File: config.mk
export PLATFORM = sky130hd
export DESIGN_NAME = spi_master_sequencer
export DESIGN_NICKNAME = d
export VERILOG_FILES = /design/src/rtl/spi_master_sequencer_pkg.sv /design/src/rtl/spi_master_sequencer_fifo.sv /design/src/rtl/spi_master_sequencer.sv
export SDC_FILE = /design/constraint.sdc
export NUM_CORES = 1
export LEC_CHECK = 0
export ABC_AREA = 1
export ABC_CLOCK_PERIOD_IN_PS = 2100
export CORE_MARGIN = 3
export CORE_UTILIZATION = 30
export CTS_CLUSTER_SIZE = 8
export DETAILED_ROUTE_END_ITERATION = 8
export HOLD_SLACK_MARGIN = 0.06
export PLACE_DENSITY_LB_ADDON = 0.3
export SYNTH_ARGS = -nofsm -noshare
export SYNTH_HDL_FRONTEND = slang
export SYNTH_SLANG_ARGS = --single-unit
export TNS_END_PERCENT = 10
File: constraint.sdc
create_clock -name clk -period 2.1 [get_ports clk]
set_clock_uncertainty 0.1 [all_clocks]
set_input_delay 0.42 -clock clk [delete_from_list [all_inputs] [get_ports clk]]
set_output_delay 0.42 -clock clk [all_outputs]
set_load 0.05 [all_outputs]
File: src/rtl/spi_master_sequencer_pkg.sv
// Shared definitions for the SPI master sequencer: FSM encoding and default sizing.
package spi_master_sequencer_pkg;

  localparam int DEFAULT_DATA_WIDTH = 8;
  localparam int DEFAULT_FIFO_DEPTH = 4;

  typedef enum logic [2:0] {
    ST_IDLE      = 3'd0,
    ST_LOAD      = 3'd1,
    ST_START     = 3'd2,
    ST_WAIT_DONE = 3'd3,
    ST_DELIVER   = 3'd4
  } seq_state_t;

endpackage

File: src/rtl/spi_master_sequencer_fifo.sv
// Synchronous TX FIFO with a combinational head and an occupancy count.
module spi_sync_fifo
  import spi_master_sequencer_pkg::*;
#(
  parameter int Data_width = DEFAULT_DATA_WIDTH,
  parameter int Fifo_depth = DEFAULT_FIFO_DEPTH
) (
  input  logic                        clk,
  input  logic                        rst,
  input  logic                        push,
  input  logic [Data_width-1:0]       push_data,
  input  logic                        pop,
  output logic [Data_width-1:0]       head,
  output logic                        full,
  output logic                        empty,
  output logic [$clog2(Fifo_depth):0] count
);

  localparam int PTR_W = $clog2(Fifo_depth);

  logic [Data_width-1:0] mem [Fifo_depth];
  logic [PTR_W-1:0]      wr_ptr;
  logic [PTR_W-1:0]      rd_ptr;
  logic                  do_push;
  logic                  do_pop;

  assign full    = (count == (PTR_W + 1)'(Fifo_depth));
  assign empty   = (count == '0);
  assign do_push = push && !full;
  assign do_pop  = pop && !empty;
  assign head    = mem[rd_ptr];

  // Pointers wrap naturally because the depth is a power of two.
  always_ff @(posedge clk) begin
    if (rst) begin
      wr_ptr <= '0;
      rd_ptr <= '0;
      count  <= '0;
    end else begin
      if (do_push) wr_ptr <= wr_ptr + 1'b1;
      if (do_pop)  rd_ptr <= rd_ptr + 1'b1;
      case ({do_push, do_pop})
        2'b10:   count <= count + 1'b1;
        2'b01:   count <= count - 1'b1;
        default: count <= count;
      endcase
    end
  end

  always_ff @(posedge clk) begin
    if (do_push) mem[wr_ptr] <= push_data;
  end

endmodule

File: src/rtl/spi_master_sequencer.sv
// Feeds queued TX words to an SPI master one at a time and hands each reply to a consumer.
module spi_master_sequencer
  import spi_master_sequencer_pkg::*;
#(
  parameter int Data_width     = DEFAULT_DATA_WIDTH,
  parameter int Fifo_depth     = DEFAULT_FIFO_DEPTH,
  parameter int Start_hold     = 4,
  parameter int Timeout_cycles = 1024
) (
  input  logic                        clk,
  input  logic                        rst,
  input  logic [Data_width-1:0]       i_tx_data,
  input  logic                        i_tx_valid,
  output logic                        o_tx_ready,
  output logic [Data_width-1:0]       o_spi_data,
  output logic                        o_spi_start,
  input  logic                        i_spi_done,
  input  logic [Data_width-1:0]       i_spi_rx,
  output logic [Data_width-1:0]       o_rx_data,
  output logic                        o_rx_valid,
  input  logic                        i_rx_ready,
  output logic                        o_busy,
  output logic                        o_error,
  output logic [$clog2(Fifo_depth):0] o_count
);

  localparam int HOLD_W = $clog2(Start_hold + 1);
  localparam int TMO_W  = $clog2(Timeout_cycles + 1);

  seq_state_t            state;
  logic [HOLD_W-1:0]     hold_cnt;
  logic [TMO_W-1:0]      tmo_cnt;
  logic                  done_q;
  logic                  done_rise;
  logic                  fifo_full;
  logic                  fifo_empty;
  logic                  fifo_pop;
  logic                  tx_push;
  logic [Data_width-1:0] fifo_head;

  assign o_tx_ready = !fifo_full;
  assign tx_push    = i_tx_valid && o_tx_ready;
  assign fifo_pop   = (state == ST_LOAD) && !fifo_empty;
  assign done_rise  = i_spi_done && !done_q;

  spi_sync_fifo #(
    .Data_width (Data_width),
    .Fifo_depth (Fifo_depth)
  ) u_fifo (
    .clk       (clk),
    .rst       (rst),
    .push      (tx_push),
    .push_data (i_tx_data),
    .pop       (fifo_pop),
    .head      (fifo_head),
    .full      (fifo_full),
    .empty     (fifo_empty),
    .count     (o_count)
  );

  always_ff @(posedge clk) begin
    if (rst) begin
      state       <= ST_IDLE;
      hold_cnt    <= '0;
      tmo_cnt     <= '0;
      done_q      <= 1'b0;
      o_spi_start <= 1'b0;
      o_rx_valid  <= 1'b0;
      o_error     <= 1'b0;
      o_busy      <= 1'b0;
      o_spi_data  <= '0;
      o_rx_data   <= '0;
    end else begin
      // done_q tracks the level in every state so a level already high on WAIT_DONE entry is not an edge.
      done_q  <= i_spi_done;
      o_error <= 1'b0;
      case (state)
        ST_IDLE: begin
          if (o_count != '0) begin
            state  <= ST_LOAD;
            o_busy <= 1'b1;
          end
        end
        ST_LOAD: begin
          o_spi_data  <= fifo_head;
          hold_cnt    <= '0;
          o_spi_start <= 1'b1;
          state       <= ST_START;
        end
        ST_START: begin
          if (hold_cnt == HOLD_W'(Start_hold - 1)) begin
            o_spi_start <= 1'b0;
            tmo_cnt     <= '0;
            state       <= ST_WAIT_DONE;
          end else begin
            hold_cnt <= hold_cnt + 1'b1;
          end
        end
        ST_WAIT_DONE: begin
          if (done_rise) begin
            o_rx_data  <= i_spi_rx;
            o_rx_valid <= 1'b1;
            state      <= ST_DELIVER;
          end else if (tmo_cnt == TMO_W'(Timeout_cycles - 1)) begin
            o_error <= 1'b1;
            o_busy  <= 1'b0;
            state   <= ST_IDLE;
          end else begin
            tmo_cnt <= tmo_cnt + 1'b1;
          end
        end
        ST_DELIVER: begin
          if (i_rx_ready) begin
            o_rx_valid <= 1'b0;
            if (o_count != '0) begin
              state <= ST_LOAD;
            end else begin
              state  <= ST_IDLE;
              o_busy <= 1'b0;
            end
          end
        end
        default: begin
          state  <= ST_IDLE;
          o_busy <= 1'b0;
        end
      endcase
    end
  end

endmodule

==> summary.txt <==
Critical path
  – Required @ worst endpoint: 1.58 ns
  – Critical Path Fanout Max: 2
  – Critical path arrival: approximately 1.5 ns
  – Slowest CP cell: clkdlybuf4s50_1
  – Critical Path Max Stage Delay: 0.81 ns
  – Crit start category: flop
  – Reg2reg setup slack: 0.16 ns
  – Crit-path leading delay family: buffers and inverters
  – WS Path Type: flop to output port
  – Worst-path cell chain: clkdlybuf4s50_1
  – WP buf/inv: 1
  – Reg2Reg Depth: 11
  – Kind of end point of the critical path: output port
  – RR Endpoint: u_fifo.count[2]
  – Critical R2R Launch: u_fifo.count[2]
  – Worst path depth: 1

Power
  – Leakage: 1.754 nW
  – Switching share of total power: 36.42%
  – Pint: 0.003334 W
  – Net Sw Power: about 0.0019 W
  – Flop pwr share: between 30 and 40%
  – Comb pwr share: 34.4%
  – Max IR drop VDD: slightly below 500 uV
  – PwrDens: 1171 nW/um^2
  – Clock power share: 29.8%

CTS
  – Max H-tree Level: 3
  – Clk Latency, worst-skew pair: ~0.34 ns
  – TritonCTS Buffers: 9
  – CTS tree: built
  – Post-CTS Setup Inserts: 0
  – Total clock sinks: 77
  – Root Driver: clkbuf_16
  – Clk buf depth: 2
  – Clock transition at path regs: 0.06 ns

STA
  – Hold Vio Cnt, Final: 0
  – Max-slew headroom: between 60% and 70%
  – Final TNS setup: 0 ns
  – Endpoints failing setup: 0
  – Fmax: 0.4949 GHz
  – Worst-margin pin slew: 0.5108 ns
  – RSZ-0062 raised after global routing: no
  – Minimum clock period: about 2 ns
  – Final critical-path share of the clock period: 96.21%
  – Slew Limit Fails: 0

Yosys
  – Ys flop type: dfxtp_1
  – Post-synth top area share: roughly 28%
  – Area contributors post-synth: edfxtp_1, dfxtp_1, nand2_1
  – Syn. warnings: 0
  – Syn nets: 427
  – #FFs+latches synth: 77
  – EDFF count, synth: 32
  – Gate Count Post-Synth: 397
  – Asr flop ratio synth: 0%
  – Synth cell types: 27
  – Mapped cell area: between 3000 and 4000 um^2
  – Sequential share of the synthesized area: 54.97%
  – Synth area leader: edfxtp_1
  – Avg Inst Size Synth: around 8.5 um^2

Hold path
  – Worst hold path class: flop to flop
  – Hold Path Stages: 1
  – Worst hold path endpoint: u_fifo.count[0]
  – Hold Crit Start: u_fifo.count[0]

Final layout
  – Cell Count, Final, Fillers Out: 609
  – Area Overhead vs Synth: 32.25%
  – Final-stage net count: approximately 490
  – Most frequent cells in the layout: nand2_1, nor2_1, inv_1
  – Post-layout util: 40.96%
  – Design Area, Final: 4479 um^2
  – ANT cells: 0
  – Most common cell after layout, fill and taps aside: nand2_1
  – Fraction of layout cells with a size suffix above 1: approximately 13%

Floorplan
  – Row cnt: 38
  – Core ar.: about 11000 um^2
  – Die Y: 112.3 um
  – Total die area: roughly 13000 um^2
  – Initial core utilization: ~31%
  – IO Count: 45
  – Chip Width: ~110 um

Detailed routing
  – Via/cell ratio: approximately 4.6
  – Iter 0 DRT Violations: 101
  – Initial DRT Pass Iterations: 4
  – DRT antenna net count: 0
  – DR vias: approximately 2800
  – DRC viols: 0
  – Final WL: 7864 um
  – Drt wl/cell: ~13 um

Global routing
  – Gr ovfl total: 0
  – Initial antenna violation count: 0
  – Global-route wire length before repair: around 13000 um
  – Largest net degree at the start of global routing: 22
  – GRT Total Usage: between 10% and 20%
  – Vias in the first global route: between 2000 and 3000

Job
  – # Max-Cap Violations: 0

Placed design
  – Placed insts: 593
  – Port Buffers: 44
  – HPWL Detailed: 5477 um
  – DP Area: about 4200 um^2
  – Gpl congestion: 0.8082

Status
  – Outcome: finished clean
## sequential cells by signal (all words and copies together) (netlist names)
name	count
o_busy	1
u_fifo.count	3
o_error	1
u_fifo.rd_ptr	2
o_rx_valid	1
u_fifo.mem	32
o_rx_data	8
tmo_cnt	11
u_fifo.wr_ptr	2
state	3
o_spi_start	1
done_q	1
hold_cnt	3
o_spi_data	8
## Yosys cell counts, drive strengths merged, types with 2 or more instances
library cell  number
a21oi             35
buf                4
clkbuf             8
dfxtp             45
edfxtp            32
ha                 8
inv               57
nand2             64
nand3             19
nand4              6
nor2              60
nor3b              2
o21ai             43
o22ai              8
## what timing repair did
action                                  CTS  global route
resized for setup                         0             4
hold buffers                              0             0
endpoints found under the setup margin    0             1
## worst register-to-register path: stages (launching register included)
cell     delay (ns)
dfxtp_4        0.36
inv_1          0.07
nand3_1        0.12
inv_1          0.10
nor2_4         0.11
ha_1           0.15
inv_1          0.06
fa_2           0.35
a21oi_2        0.13
o21ai_1        0.08
o21ai_0        0.14
a21oi_1        0.05
## metal layers
metal	vias to the layer above	global-route usage (%)	part of all wire, %
li1	1445	-	-
met1	1278	14.92	43
met2	62	22.53	50
met3	13	2.534	3.7
met4	0	7.452	2.3
met5	-	0	0
## worst max-delay path by stage
stage	start	end	slack, ns
4_1_cts	u_fifo.count[2]	u_fifo.count[2]	0.03
5_1_grt	u_fifo.count[2]	u_fifo.count[2]	0.001
2_1_floorplan	u_fifo.count[0]	u_fifo.count[2]	0.007
6_report	o_spi_data[0]	o_spi_data[0]	0.08
3_5_place_dp	i_tx_valid	u_fifo.count[2]	-0.11
3_3_place_gp	i_tx_valid	u_fifo.count[2]	-0.07
## through the flow
| step | total power, W | setup slack (ns) | hold WS (ns) |
|---|---|---|---|
| finish | 0.005244 | 0.07955 | 0.3468 |
| global route | 0.005579 | 0.001440 | 0.3686 |
| CTS | 0.005297 | 0.03231 | 0.3523 |
| detailed placement | 0.003708 | -0.1086 | 0.3372 |
| global placement | 0.003671 | -0.06948 | 0.3272 |
| floorplan | 0.003081 | 0.006814 | 0.3289 |
## area by class of cell
type	count	area [um^2]
Multi-Input combinational cell	251	1290
Fill cell	1101	6456
Clock buffer	10	229.0
Tap cell	140	175.2
Timing Repair Buffer	68	628.1
Inverter	57	214.0
Clock inverter	6	70.07
Sequential cell	77	1873
## logic make-up (layout without fill, tap and decap cells)
kind of cell | count (synthesis) | after routing | synth area share, %
and+or+nand+nor | 153 | 153 | 19.76
AOI/OAI and AO/OA | 87 | 87 | 13.26
DFF | 77 | 77 | 54.97
buffers and inverters | 69 | 141 | 7.942
adders and majority gates | 9 | 9 | 3.547
xor gates and xnor gates | 2 | 2 | 0.5173
## power groups by stage
stage	Sequential (W)	Clock [W]	Combinational, W
floorplan	0.00227	0	0.000808
global placement	0.00190	0	0.00177
detailed placement	0.00191	0	0.00180
CTS	0.00188	0.00161	0.00180
global route	0.00190	0.00167	0.00201
finish	0.00188	0.00156	0.00181
(Power assumes the default switching activity.)
